`src/rtl/shift_deser_pkg.sv`:
```
// Shared types and constants for the shift deserializer: FSM state encoding,
// entry-direction codes and the default word length.
package shift_deser_pkg;

    typedef enum logic [1:0] {
        IDLE    = 2'd0,
        COLLECT = 2'd1,
        FULL    = 2'd2
    } deser_state_t;

    localparam logic DIR_RIGHT     = 1'b0;
    localparam logic DIR_LEFT      = 1'b1;
    localparam int   DEFAULT_WIDTH = 4;

endpackage

```
`src/rtl/shift_deser_ctrl.sv`:
```
// Control half of the shift deserializer: FSM, bit counter, input handshake
// and output-slot arbitration. The datapath in the top only follows the
// strobes produced here.
module shift_deser_ctrl
    import shift_deser_pkg::*;
#(
    parameter int WIDTH = DEFAULT_WIDTH
) (
    input  logic                         clk,
    input  logic                         clear,
    input  logic                         ser_valid,
    input  logic                         flush,
    input  logic                         word_valid,
    input  logic                         word_ready,
    output logic                         ser_ready,
    output logic                         accept,
    output logic                         first_bit,
    output logic                         emit_new,
    output logic                         emit_held,
    output logic                         flush_asm,
    output logic [$clog2(WIDTH+1)-1:0]   bit_cnt
);

    localparam int               CNT_W    = $clog2(WIDTH + 1);
    localparam logic [CNT_W-1:0] LAST_CNT = CNT_W'(WIDTH - 1);
    localparam logic [CNT_W-1:0] FULL_CNT = CNT_W'(WIDTH);

    deser_state_t     state;
    deser_state_t     next_state;
    logic [CNT_W-1:0] cnt_next;
    logic             slot_free;
    logic             last_bit;

    always_ff @(posedge clk) begin
        if (clear) begin
            state   <= IDLE;
            bit_cnt <= '0;
        end else begin
            state   <= next_state;
            bit_cnt <= cnt_next;
        end
    end

    always_comb begin
        next_state = state;
        cnt_next   = bit_cnt;
        case (state)
            IDLE: begin
                if (accept) begin
                    next_state = COLLECT;
                    cnt_next   = CNT_W'(1);
                end
            end
            COLLECT: begin
                if (flush) begin
                    next_state = IDLE;
                    cnt_next   = '0;
                end else if (accept) begin
                    if (bit_cnt == LAST_CNT) begin
                        // A completed word either goes straight out or parks here until the slot frees.
                        next_state = slot_free ? IDLE : FULL;
                        cnt_next   = slot_free ? '0 : FULL_CNT;
                    end else begin
                        cnt_next = bit_cnt + 1'b1;
                    end
                end
            end
            FULL: begin
                if (slot_free) begin
                    next_state = IDLE;
                    cnt_next   = '0;
                end
            end
            default: begin
                next_state = IDLE;
                cnt_next   = '0;
            end
        endcase
    end

    always_comb begin
        slot_free = !word_valid || word_ready;
        ser_ready = (state != FULL);
        // A bit offered alongside flush is dropped rather than seeding the next word.
        accept    = ser_valid && ser_ready && !flush;
        first_bit = accept && (bit_cnt == '0);
        last_bit  = accept && (bit_cnt == LAST_CNT);
        emit_new  = last_bit && slot_free;
        emit_held = (state == FULL) && slot_free;
        flush_asm = flush && (state != FULL);
    end

endmodule

```
`src/rtl/shift_deserializer.sv`:
```
// Serial-to-parallel converter with selectable entry direction and a
// one-word output slot using a valid/ready handshake on both sides.
module shift_deserializer
    import shift_deser_pkg::*;
#(
    parameter int WIDTH = DEFAULT_WIDTH
) (
    input  logic                         clk,
    input  logic                         clear,
    input  logic                         ser_in,
    input  logic                         ser_valid,
    output logic                         ser_ready,
    input  logic                         dir,
    input  logic                         flush,
    output logic [WIDTH-1:0]             word_out,
    output logic                         word_valid,
    input  logic                         word_ready,
    output logic [$clog2(WIDTH+1)-1:0]   bit_cnt
);

    logic [WIDTH-1:0] asm_reg;
    logic [WIDTH-1:0] shifted;
    logic             dir_hold;
    logic             dir_eff;
    logic             accept;
    logic             first_bit;
    logic             emit_new;
    logic             emit_held;
    logic             flush_asm;

    shift_deser_ctrl #(
        .WIDTH (WIDTH)
    ) u_ctrl (
        .clk        (clk),
        .clear      (clear),
        .ser_valid  (ser_valid),
        .flush      (flush),
        .word_valid (word_valid),
        .word_ready (word_ready),
        .ser_ready  (ser_ready),
        .accept     (accept),
        .first_bit  (first_bit),
        .emit_new   (emit_new),
        .emit_held  (emit_held),
        .flush_asm  (flush_asm),
        .bit_cnt    (bit_cnt)
    );

    // Direction is latched by the first bit of a word so mid-word toggles are ignored.
    always_comb begin
        dir_eff = first_bit ? dir : dir_hold;
        shifted = (dir_eff == DIR_LEFT) ? {asm_reg[WIDTH-2:0], ser_in}
                                        : {ser_in, asm_reg[WIDTH-1:1]};
    end

    always_ff @(posedge clk) begin
        if (clear) begin
            asm_reg  <= '0;
            dir_hold <= DIR_RIGHT;
        end else if (flush_asm) begin
            asm_reg  <= '0;
        end else if (accept) begin
            asm_reg  <= shifted;
            dir_hold <= dir_eff;
        end
    end

    // The final bit is forwarded straight from the shifter so a free slot costs no extra cycle.
    always_ff @(posedge clk) begin
        if (clear) begin
            word_out   <= '0;
            word_valid <= 1'b0;
        end else if (emit_new) begin
            word_out   <= shifted;
            word_valid <= 1'b1;
        end else if (emit_held) begin
            word_out   <= asm_reg;
            word_valid <= 1'b1;
        end else if (word_valid && word_ready) begin
            word_valid <= 1'b0;
        end
    end

endmodule

```
`config.mk`:
```
export PLATFORM = sky130hd
export DESIGN_NAME = shift_deserializer
export DESIGN_NICKNAME = d
export VERILOG_FILES = /design/src/rtl/shift_deser_pkg.sv /design/src/rtl/shift_deser_ctrl.sv /design/src/rtl/shift_deserializer.sv
export SDC_FILE = /design/constraint.sdc
export NUM_CORES = 1
export LEC_CHECK = 0
export ABC_AREA = 1
export BUFFER_PORTS_ARGS = -buffer_cell sky130_fd_sc_hd__buf_2
export CORE_ASPECT_RATIO = 1.1
export CORE_MARGIN = 2
export CORE_UTILIZATION = 45
export CTS_BUF_LIST = sky130_fd_sc_hd__clkbuf_4 sky130_fd_sc_hd__clkbuf_8
export CTS_CLUSTER_DIAMETER = 80
export DETAILED_ROUTE_END_ITERATION = 8
export MAX_ROUTING_LAYER = met4
export PLACE_DENSITY = 0.69
export SYNTH_ARGS = -nofsm -noshare
export SYNTH_HDL_FRONTEND = slang
export SYNTH_SLANG_ARGS = --single-unit
export TNS_END_PERCENT = 5
```
`constraint.sdc`:
```
create_clock -name clk -period 3.3 [get_ports clk]
set_input_delay 0.66 -clock clk [delete_from_list [all_inputs] [get_ports clk]]
set_output_delay 0.66 -clock clk [all_outputs]
set_load 0.005 [all_outputs]
```
# After elaboration in Yosys (flattened, before gate mapping)
# Index checks and enable logic that the tools add are counted.
# Widths: inputs -> output; s select.
# totals
regBits	15
elab_cells	56
output_inout_bits	9
inputBits	7
# op_classes
addsub	1
reduce_logical	19
muxes	21
bitwise_logic	1
eq_ne	8
# ops
operator	n
$mux 3	6
$mux 2	6
$mux 4	3
$pmux 3 s3	1
$logic_and 1x1->1	8
$pmux 2 s3	1
$mux 1	4
$ne 2x2->1 const B	2
$reduce_and 4->1	1
$add 3x1->3 const B	1
$eq 3x2->1 const B	1
$logic_not 3->1	1
$ne 3x2->1 const B	1
$ne 3x3->1 const B	1
$reduce_and 3->1	1
$reduce_bool 3->1	1
$eq 2x1->1 const B	1
$eq 2x2->1 const B	1
$logic_not 1->1	2
$logic_not 2->1	1
$ne 2x1->1 const B	1
$reduce_and 2->1	1
$reduce_bool 2->1	1
$reduce_or 2->1	1
other kinds (2)	2

# Depth between registers and ports, before layout
# Gate-level depths: netlist of the first run.
# logic_depth
ltp_word	7
ltp_mapped	12
mapped_depth_nobuf	12

# Cells and area by module
# From an unflattened synthesis of the first run, not the netlist that was laid out.
# hier_totals
hier_cells	147
area_unflattened_um2	910.9
# by_module_without_submodules
module	instances	area_each_um2	cells_per_inst	seq_area_each_um2
shift_deserializer	1	504.2	79	200.2
shift_deser_ctrl	1	406.6	68	100.1

# Worst setup path after synthesis of the first run
# No wires, ideal clock.
# synth_path
kind	input to register
start	input word_ready
end	register word_out[0]
stages	8
arrival_ps	1353
path_buffers	0
t_required_ps	3180
path_slack_ps	1827
setup_ps	120
cell_sequence	nor2_1 -> inv_1 -> nand2_1 -> nor2_4 -> inv_2 -> nand2_4 -> o21ai_1 -> a21oi_2
# synth_between
elab_chain_cells	3
word_cells_on_any_way	5
cone_classes	mux: 1; reduce/logical: 4
# synth_lines
item	line_no	rtl
start: declaration	shift_deserializer.sv:17	input logic word_ready,
$logic_or 1x1->1 (*)	shift_deser_ctrl.sv:82	slot_free = !word_valid || word_ready;
$logic_and 1x1->1 (on tied branches)	shift_deser_ctrl.sv:88, shift_deser_ctrl.sv:89	
$mux 4 or $reduce_bool 2->1 (tied branches)	-	
end signal: assignment	shift_deserializer.sv:74	word_out <= shifted;
end signal: assignment	shift_deserializer.sv:77	word_out <= asm_reg;
end: declaration	shift_deserializer.sv:15	output logic [WIDTH-1:0] word_out,
# Every way passes the cells marked *; elsewhere a longest branch is shown, timed or not.
# A chain may end at the register's enable or synchronous reset.

# Worst setup path in the final report of the first run
# layout_path
start	register u_ctrl.state[0]
end	output ser_ready
# layout_between
elab_chain_cells	1
# layout_lines
item	line_no	rtl
start: declaration	shift_deser_ctrl.sv:28	deser_state_t state;
start signal: assignment	shift_deser_ctrl.sv:39	state <= next_state;
$ne 2x2->1	shift_deser_ctrl.sv:83	ser_ready = (state != FULL);
end: declaration	shift_deserializer.sv:12	output logic ser_ready,
# No other way between the ends.

==> insert_results.sql, run 1 <==
INSERT INTO impl_metrics (metric_group, metric, value, unit) VALUES
('floorplanning', 'die_y', '51.2', 'um'),
('cells_and_area', 'final-seq-area', '300', 'um2'),
('critical_path', 'critical_path_required', '2.64', 'ns'),
('sta', 'fin_worst_skew', '0.00328', 'ns'),
('clocking', 'path_clk_slew', '0.09', 'ns'),
('synthesis', 'postSynthRegisterBits', '15', ''),
('sta', 'actual_transition_at_the_worst_max_transition_pin', '0.310', 'ns'),
('cells_and_area', 'area.growth.synth_to_final', '15.1', '%'),
('critical_path', 'critical_path.cell_chain', 'inv_2 > nand2_4 > buf_2', ''),
('synthesis', 'yosysWarningCount', '0', ''),
('route', 'drtIter0Drc', '12', ''),
('synthesis', 'synth-seq-area-share', '0.330', ''),
('sta', 'holdWs', '0.515', 'ns'),
('critical_path', 'startpoint_class', 'flip-flop', ''),
('outcome', 'outcome', 'completed', ''),
('flow_run', 'cap_violations', '0', ''),
('cells_and_area', 'final.fill_count', '206', ''),
('sta', 'max_slew_margin', '0.793', ''),
('synthesis', 'ys_top_cells_by_area', 'sky130_fd_sc_hd__dfxtp_1 33%, sky130_fd_sc_hd__nand2_1 11%, sky130_fd_sc_hd__inv_1 10%', ''),
('min_path', 'hold-path-cell-count', '2', ''),
('global_route', 'first_global_vias', '785', ''),
('placed_design', 'io_buffer_count', '15', ''),
('synthesis', 'yosysUniqueCellTypes', '21', ''),
('route', 'met1Wirelength', '838', 'um'),
('route', 'drcViolationCount', '0', ''),
('route', 'ant_nets', '0', ''),
('critical_path', 'max_stage_delay', '0.41', 'ns'),
('sta', 'fmaxAchievable', '0.599', 'GHz'),
('cells_and_area', 'total_area_of_multi_input_combinational_cells', '500', 'um2'),
('cells_and_area', 'antenna_cells', '0', ''),
('synthesis', 'synthesis.nets', '144', ''),
('global_route', 'grt_overflow', '0', ''),
('sta', 'finalHoldViolCount', '0', ''),
('floorplanning', 'initial_utilization', '0.465', ''),
('critical_path', 'cp_slowest_cell', 'sky130_fd_sc_hd__dfxtp_1', ''),
('route', 'met2_length', '935', 'um'),
('route', 'viasPerCell', '4.81', ''),
('route', 'met3_wirelength', '69', 'um'),
('clocking', 'cts_sink_count', '15', ''),
('critical_path', 'ff2ff_path_depth', '11', ''),
('route', 'routed_wire_length_per_instance', '10.3', 'um'),
('pwr', 'switching_share', '0.378', ''),
('min_path', 'hold_start', 'u_ctrl.bit_cnt[0]$_SDFFE_PP0P_', ''),
('synthesis', 'synthCells', '135', ''),
('global_route', 'grt_antenna_before_repair', '0', ''),
('pwr', 'share_clk_of_total_power', '0.218', ''),
('pwr', 'flop_pwr_share', '0.440', ''),
('critical_path', 'critical_path.endpoint_type', 'output port', ''),
('route', 'drt_first_pass_iters', '4', ''),
('critical_path', 'worstSetupPathType', 'reg2out', ''),
('synthesis', 'synth_top_cell_by_area', 'sky130_fd_sc_hd__dfxtp_1', ''),
('critical_path', 'critical_path.reg2reg.startpoint', 'u_ctrl.bit_cnt[0]$_SDFFE_PP0P_', ''),
('synthesis', 'yosys.area.top_type_share', '0.330', ''),
('pwr', 'vdd_ir_drop_max', '0.284', 'mV'),
('floorplanning', 'num_io_pins', '16', ''),
('cells_and_area', 'layout-drive-gt1-share', '0.286', ''),
('synthesis', 'synthesis.area', '911', 'um2'),
('critical_path', 'r2r_end', 'asm_reg[0]$_SDFFE_PP0P_', ''),
('placed_design', 'globalplace.congestion', '0.899', ''),
('sta', 'final_setup_vio_count', '0', ''),
('floorplanning', 'floorplan.die_area', '0.00240', 'mm2'),
('sta', 'setup_repair_after_global_routing_missed_its_margin', 'false', ''),
('synthesis', 'postSynthAreaPerCell', '6.75', 'um2'),
('route', 'drt-total-wl', '1.88', 'mm'),
('pwr', 'power_leakage', '0.532', 'nW'),
('placed_design', 'hpwl', '1.48', 'mm'),
('global_route', 'grt_use_total', '0.190', ''),
('clocking', 'cts_setup_buffers', '0', ''),
('global_route', 'first_pass_grt_wire_length', '3.14', 'mm'),
('cells_and_area', 'layout.nets', '164', ''),
('critical_path', 'timing.critical_path.fanout_max', '7', '');
## cell usage after synthesis
cell type and n:
sky130_fd_sc_hd__a21oi_1 6, sky130_fd_sc_hd__a21oi_2 4, sky130_fd_sc_hd__clkinv_2 1, sky130_fd_sc_hd__dfxtp_1 15
sky130_fd_sc_hd__ha_1 2, sky130_fd_sc_hd__inv_1 25, sky130_fd_sc_hd__inv_2 3, sky130_fd_sc_hd__nand2_1 26
sky130_fd_sc_hd__nand2_2 7, sky130_fd_sc_hd__nand2_4 3, sky130_fd_sc_hd__nand3_1 15, sky130_fd_sc_hd__nand3_2 1
sky130_fd_sc_hd__nand4_1 1, sky130_fd_sc_hd__nand4_2 1, sky130_fd_sc_hd__nor2_1 10, sky130_fd_sc_hd__nor2_2 2
sky130_fd_sc_hd__nor2_4 2, sky130_fd_sc_hd__nor3_1 1, sky130_fd_sc_hd__o21ai_0 6, sky130_fd_sc_hd__o21ai_1 3
sky130_fd_sc_hd__o21ai_2 1
## kinds of logic (layout without fill, tap and decap cells)
group,count (synthesis),in the layout,synth area share
AO/OA/AOI/OAI,20,20,0.130
adder cells (fa/ha/maj),2,2,0.0275
buffers and inverters,29,48,0.121
flip-flops,15,15,0.330
AND/OR/NAND/NOR,69,69,0.391
## final cells by class
type	count	share of cell area
Tap cell	28	0.0334
Inverter	29	0.105
Clock inverter	1	0.00477
Multi-Input combinational cell	91	0.477
Sequential cell	15	0.286
Timing Repair Buffer	15	0.0716
Clock buffer	3	0.0215
## layer usage
layer / vias to the layer above / GRT usage
li1: 460 / -
met1: 391 / 0.210
met2: 20 / 0.311
met3: 5 / 0.0424
met4: 0 / 0.0972
met5: - / -
## power by group through the flow
stage | Clock (mW) | Sequential (mW) | Combinational, mW
after floorplan | 0 | 0.220 | 0.126
after global placement | 0 | 0.219 | 0.165
after detailed placement | 0 | 0.221 | 0.168
after CTS | 0.111 | 0.216 | 0.169
after global routing | 0.122 | 0.218 | 0.191
final | 0.107 | 0.216 | 0.168
## stage by stage
step                      cells  area (um2)   util  setup WS, ns  total power, mW
after CTS                   182        1050  0.536          1.62            0.496
after floorplan             135         911      -          1.83            0.345
after global placement      178        1020  0.522          1.59            0.385
after global routing        182        1050  0.536          1.57            0.531
after detailed placement    178        1020  0.522          1.58            0.388
final                       182        1050  0.536          1.63            0.491
## critical path, delay by kind of cell (launching register included)
family	cells	cell delay (ns)
simple gates	1	0.11
flops	1	0.41
buf+inv	2	0.19
## layout by cell type (no fill, tap or decap), drive strengths merged
cell,synthesis,routed
nand2,36,36
nor3,1,1
o21ai,10,10
clkbuf,0,3
clkinv,1,2
a21oi,10,10
buf,0,15
nor2,14,14
dfxtp,15,15
nand4,2,2
inv,28,28
ha,2,2
nand3,16,16
## worst max path at each step
stage / startpoint / end / slack (ns) / cells past startpoint
6_report: u_ctrl.state[0]$_SDFFE_PP0P_ / ser_ready / 1.63 / 3
5_1_grt: u_ctrl.state[0]$_SDFFE_PP0P_ / ser_ready / 1.57 / 3
2_1_floorplan: word_ready / word_out[0]$_SDFFE_PP0P_ / 1.83 / 8
3_3_place_gp: word_ready / word_out[3]$_SDFFE_PP0P_ / 1.59 / 9
4_1_cts: u_ctrl.state[0]$_SDFFE_PP0P_ / ser_ready / 1.62 / 3
3_5_place_dp: word_ready / word_out[3]$_SDFFE_PP0P_ / 1.58 / 9
No activity file was read; power rests on OpenSTA's default activity.
==> run 2, diff against run 1 <==
- clock period: 3.3 -> 1.6 ns (I/O delays scaled with it)
==> insert_results.sql, run 2 (synthesis gave the netlist of run 1 again) <==
INSERT INTO impl_metrics (metric_group, metric, value, unit) VALUES
('route', 'drt_first_pass_iters', '4', ''),
('min_path', 'hold-path-cell-count', '2', ''),
('sta', 'fin_crit', '1.45', 'ns'),
('sta', 'finalHoldViolCount', '0', ''),
('cells_and_area', 'antenna_cells', '0', ''),
('pwr', 'power_leakage', '0.531', 'nW'),
('cells_and_area', 'final-seq-area', '300', 'um2'),
('clocking', 'path_clk_slew', '0.09', 'ns'),
('floorplanning', 'die_width', '46.9', 'um'),
('critical_path', 'timing.critical_path.fanout_max', '5', ''),
('cells_and_area', 'layout-drive-gt1-share', '0.292', ''),
('sta', 'setup_repair_after_global_routing_missed_its_margin', 'false', ''),
('sta', 'fmaxAchievable', '0.690', 'GHz'),
('cells_and_area', 'mostFrequentLayoutCells', '26 x sky130_fd_sc_hd__nand2_1, 25 x sky130_fd_sc_hd__inv_1, 15 x sky130_fd_sc_hd__nand3_1, 15 x sky130_fd_sc_hd__dfxtp_1, 15 x sky130_fd_sc_hd__buf_2', ''),
('min_path', 'timing.hold.worst.class', 'in2reg', ''),
('route', 'drtIter0Drc', '15', ''),
('sta', 'fin_worst_skew', '0.00181', 'ns'),
('route', 'drcViolationCount', '0', ''),
('cells_and_area', 'area.growth.synth_to_final', '15.4', '%'),
('clocking', 'cts_root_buffer', 'sky130_fd_sc_hd__clkbuf_4', ''),
('sta', 'totalNegativeSetupSlack', '0', 'ns'),
('clocking', 'numCtsBuffers', '3', ''),
('critical_path', 'startpoint_class', 'flip-flop', ''),
('clocking', 'cts_setup_buffers', '0', ''),
('global_route', 'grt_max_degree', '10', ''),
('cells_and_area', 'total_area_of_multi_input_combinational_cells', '503', 'um2'),
('critical_path', 'worstSetupPathType', 'reg2reg', ''),
('floorplanning', 'placement_rows', '17', ''),
('route', 'ant_nets', '0', ''),
('floorplanning', 'num_io_pins', '16', ''),
('cells_and_area', 'layout.nets', '164', ''),
('clocking', 'clockBufferDepth', '2', ''),
('sta', 'max_slew_margin', '0.787', ''),
('route', 'viasPerCell', '4.85', ''),
('global_route', 'first_pass_grt_wire_length', '3.26', 'mm'),
('critical_path', 'critical_path.cell_chain', 'inv_1 > ha_1 > inv_1 > nor2_2 > nand4_2 > nand2_2 > nand2_2 > nand2_1 > nand2_1 > nand2_1 > inv_1', ''),
('clocking', 'cts_sink_count', '15', ''),
('outcome', 'outcome', 'completed', ''),
('global_route', 'first_global_vias', '837', ''),
('sta', 'drv_slew', '0', ''),
('clocking', 'htreeDepth', '1', ''),
('floorplanning', 'placeableCoreArea', '0.00196', 'mm2'),
('cells_and_area', 'final.fill_count', '226', ''),
('critical_path', 'cp_slowest_cell', 'sky130_fd_sc_hd__dfxtp_1', ''),
('placed_design', 'io_buffer_count', '15', ''),
('critical_path', 'max_stage_delay', '0.34', 'ns'),
('floorplanning', 'die_y', '51.2', 'um'),
('sta', 'post-route-period-util', '0.905', ''),
('sta', 'actual_transition_at_the_worst_max_transition_pin', '0.318', 'ns'),
('critical_path', 'timing.critical_path.arrival', '1.65', 'ns'),
('floorplanning', 'initial_utilization', '0.465', ''),
('floorplanning', 'floorplan.die_area', '0.00240', 'mm2'),
('sta', 'holdWs', '0.256', 'ns'),
('cells_and_area', 'final_common_cell', 'sky130_fd_sc_hd__nand2_1', ''),
('critical_path', 'critical_path_required', '1.80', 'ns'),
('pwr', 'vdd_ir_drop_max', '0.643', 'mV'),
('global_route', 'grt_use_total', '0.192', ''),
('critical_path', 'ff2ff_path_depth', '11', ''),
('clocking', 'cts_tree', 'done', ''),
('global_route', 'grt_antenna_before_repair', '0', ''),
('route', 'routed_wire_length_per_instance', '10.0', 'um'),
('clocking', 'clk-insertion-delay-late', '0.29', 'ns'),
('placed_design', 'hpwl', '1.47', 'mm'),
('global_route', 'grt_overflow', '0', ''),
('critical_path', 'critical_path.endpoint_type', 'flip-flop', ''),
('pwr', 'power_per_cell_area', '960', 'mW/mm2'),
('route', 'drt-total-wl', '1.82', 'mm'),
('flow_run', 'cap_violations', '0', ''),
('sta', 'final_setup_vio_count', '0', ''),
('route', 'via_count_of_the_routed_design', '882', ''),
('placed_design', 'globalplace.congestion', '0.990', '');
==> run 2: cell counts in the layout (fill, tap and decap cells not counted) <==
No cell type changed its count.
==> run 2: cell type report <==
type | instances | share of cell area
well taps | 28 | 0.0333
clock buffers | 3 | 0.0214
repair buffers | 15 | 0.0714
inverters | 29 | 0.105
multi-input cells | 91 | 0.479
clock inverters | 1 | 0.00476
flip-flops and latches | 15 | 0.286
==> run 2: metrics by stage <==
step / setup slack (ns) / total power, mW / util / cells / area [um2]
2_1_floorplan: 0.269 / 0.713 / - / 135 / 911
3_3_place_gp: 0.200 / 0.795 / 0.522 / 178 / 1020
3_5_place_dp: 0.159 / 0.799 / 0.522 / 178 / 1020
4_1_cts: 0.146 / 1.02 / 0.536 / 182 / 1050
5_1_grt: 0.0291 / 1.10 / 0.537 / 182 / 1050
6_report: 0.151 / 1.01 / 0.537 / 182 / 1050
==> run 2: path summary, 6_finish.rpt <==
path	startpoint	to	slack [ns]
hold reg to reg	u_ctrl.bit_cnt[0]$_SDFFE_PP0P_	u_ctrl.bit_cnt[0]$_SDFFE_PP0P_	0.51
setup / recovery	u_ctrl.bit_cnt[0]$_SDFFE_PP0P_	asm_reg[2]$_SDFFE_PP0P_	0.15
setup reg to reg	u_ctrl.bit_cnt[0]$_SDFFE_PP0P_	asm_reg[2]$_SDFFE_PP0P_	0.15
hold / removal	clear	u_ctrl.bit_cnt[1]$_SDFFE_PP0P_	0.26
==> run 2: repair_timing <==
action / 4_1_cts / 5_1_grt
resized for setup: 0 / 1
endpoints found under the hold margin: 0 / 0
endpoints found under the setup margin: 0 / 1
hold buffers: 0 / 0
==> run 2: power breakdown <==
| group | leakage, nW | total [mW] | switching [mW] | internal [mW] |
|---|---|---|---|---|
| Clock | 0.0177 | 0.222 | 0.129 | 0.0932 |
| Combinational | 0.391 | 0.343 | 0.221 | 0.122 |
| Sequential | 0.122 | 0.445 | 0.0304 | 0.414 |
| Total | 0.531 | 1.01 | 0.380 | 0.629 |
==> run 2: metal layers <==
| metal | track usage | wire, um | vias up |
|---|---|---|---|
| li1 | - | - | 460 |
| met1 | 0.225 | 782 | 396 |
| met2 | 0.306 | 926 | 20 |
| met3 | 0.0318 | 72 | 6 |
| met4 | 0.102 | 42 | 0 |
| met5 | - | 0 | - |
==> run 2: critical path, delay by kind of cell (launching register included) <==
family        cells  cell delay, ns
fa+ha+maj         1            0.14
flops             1            0.34
simple gates      7            0.73
buf+inv           3            0.15
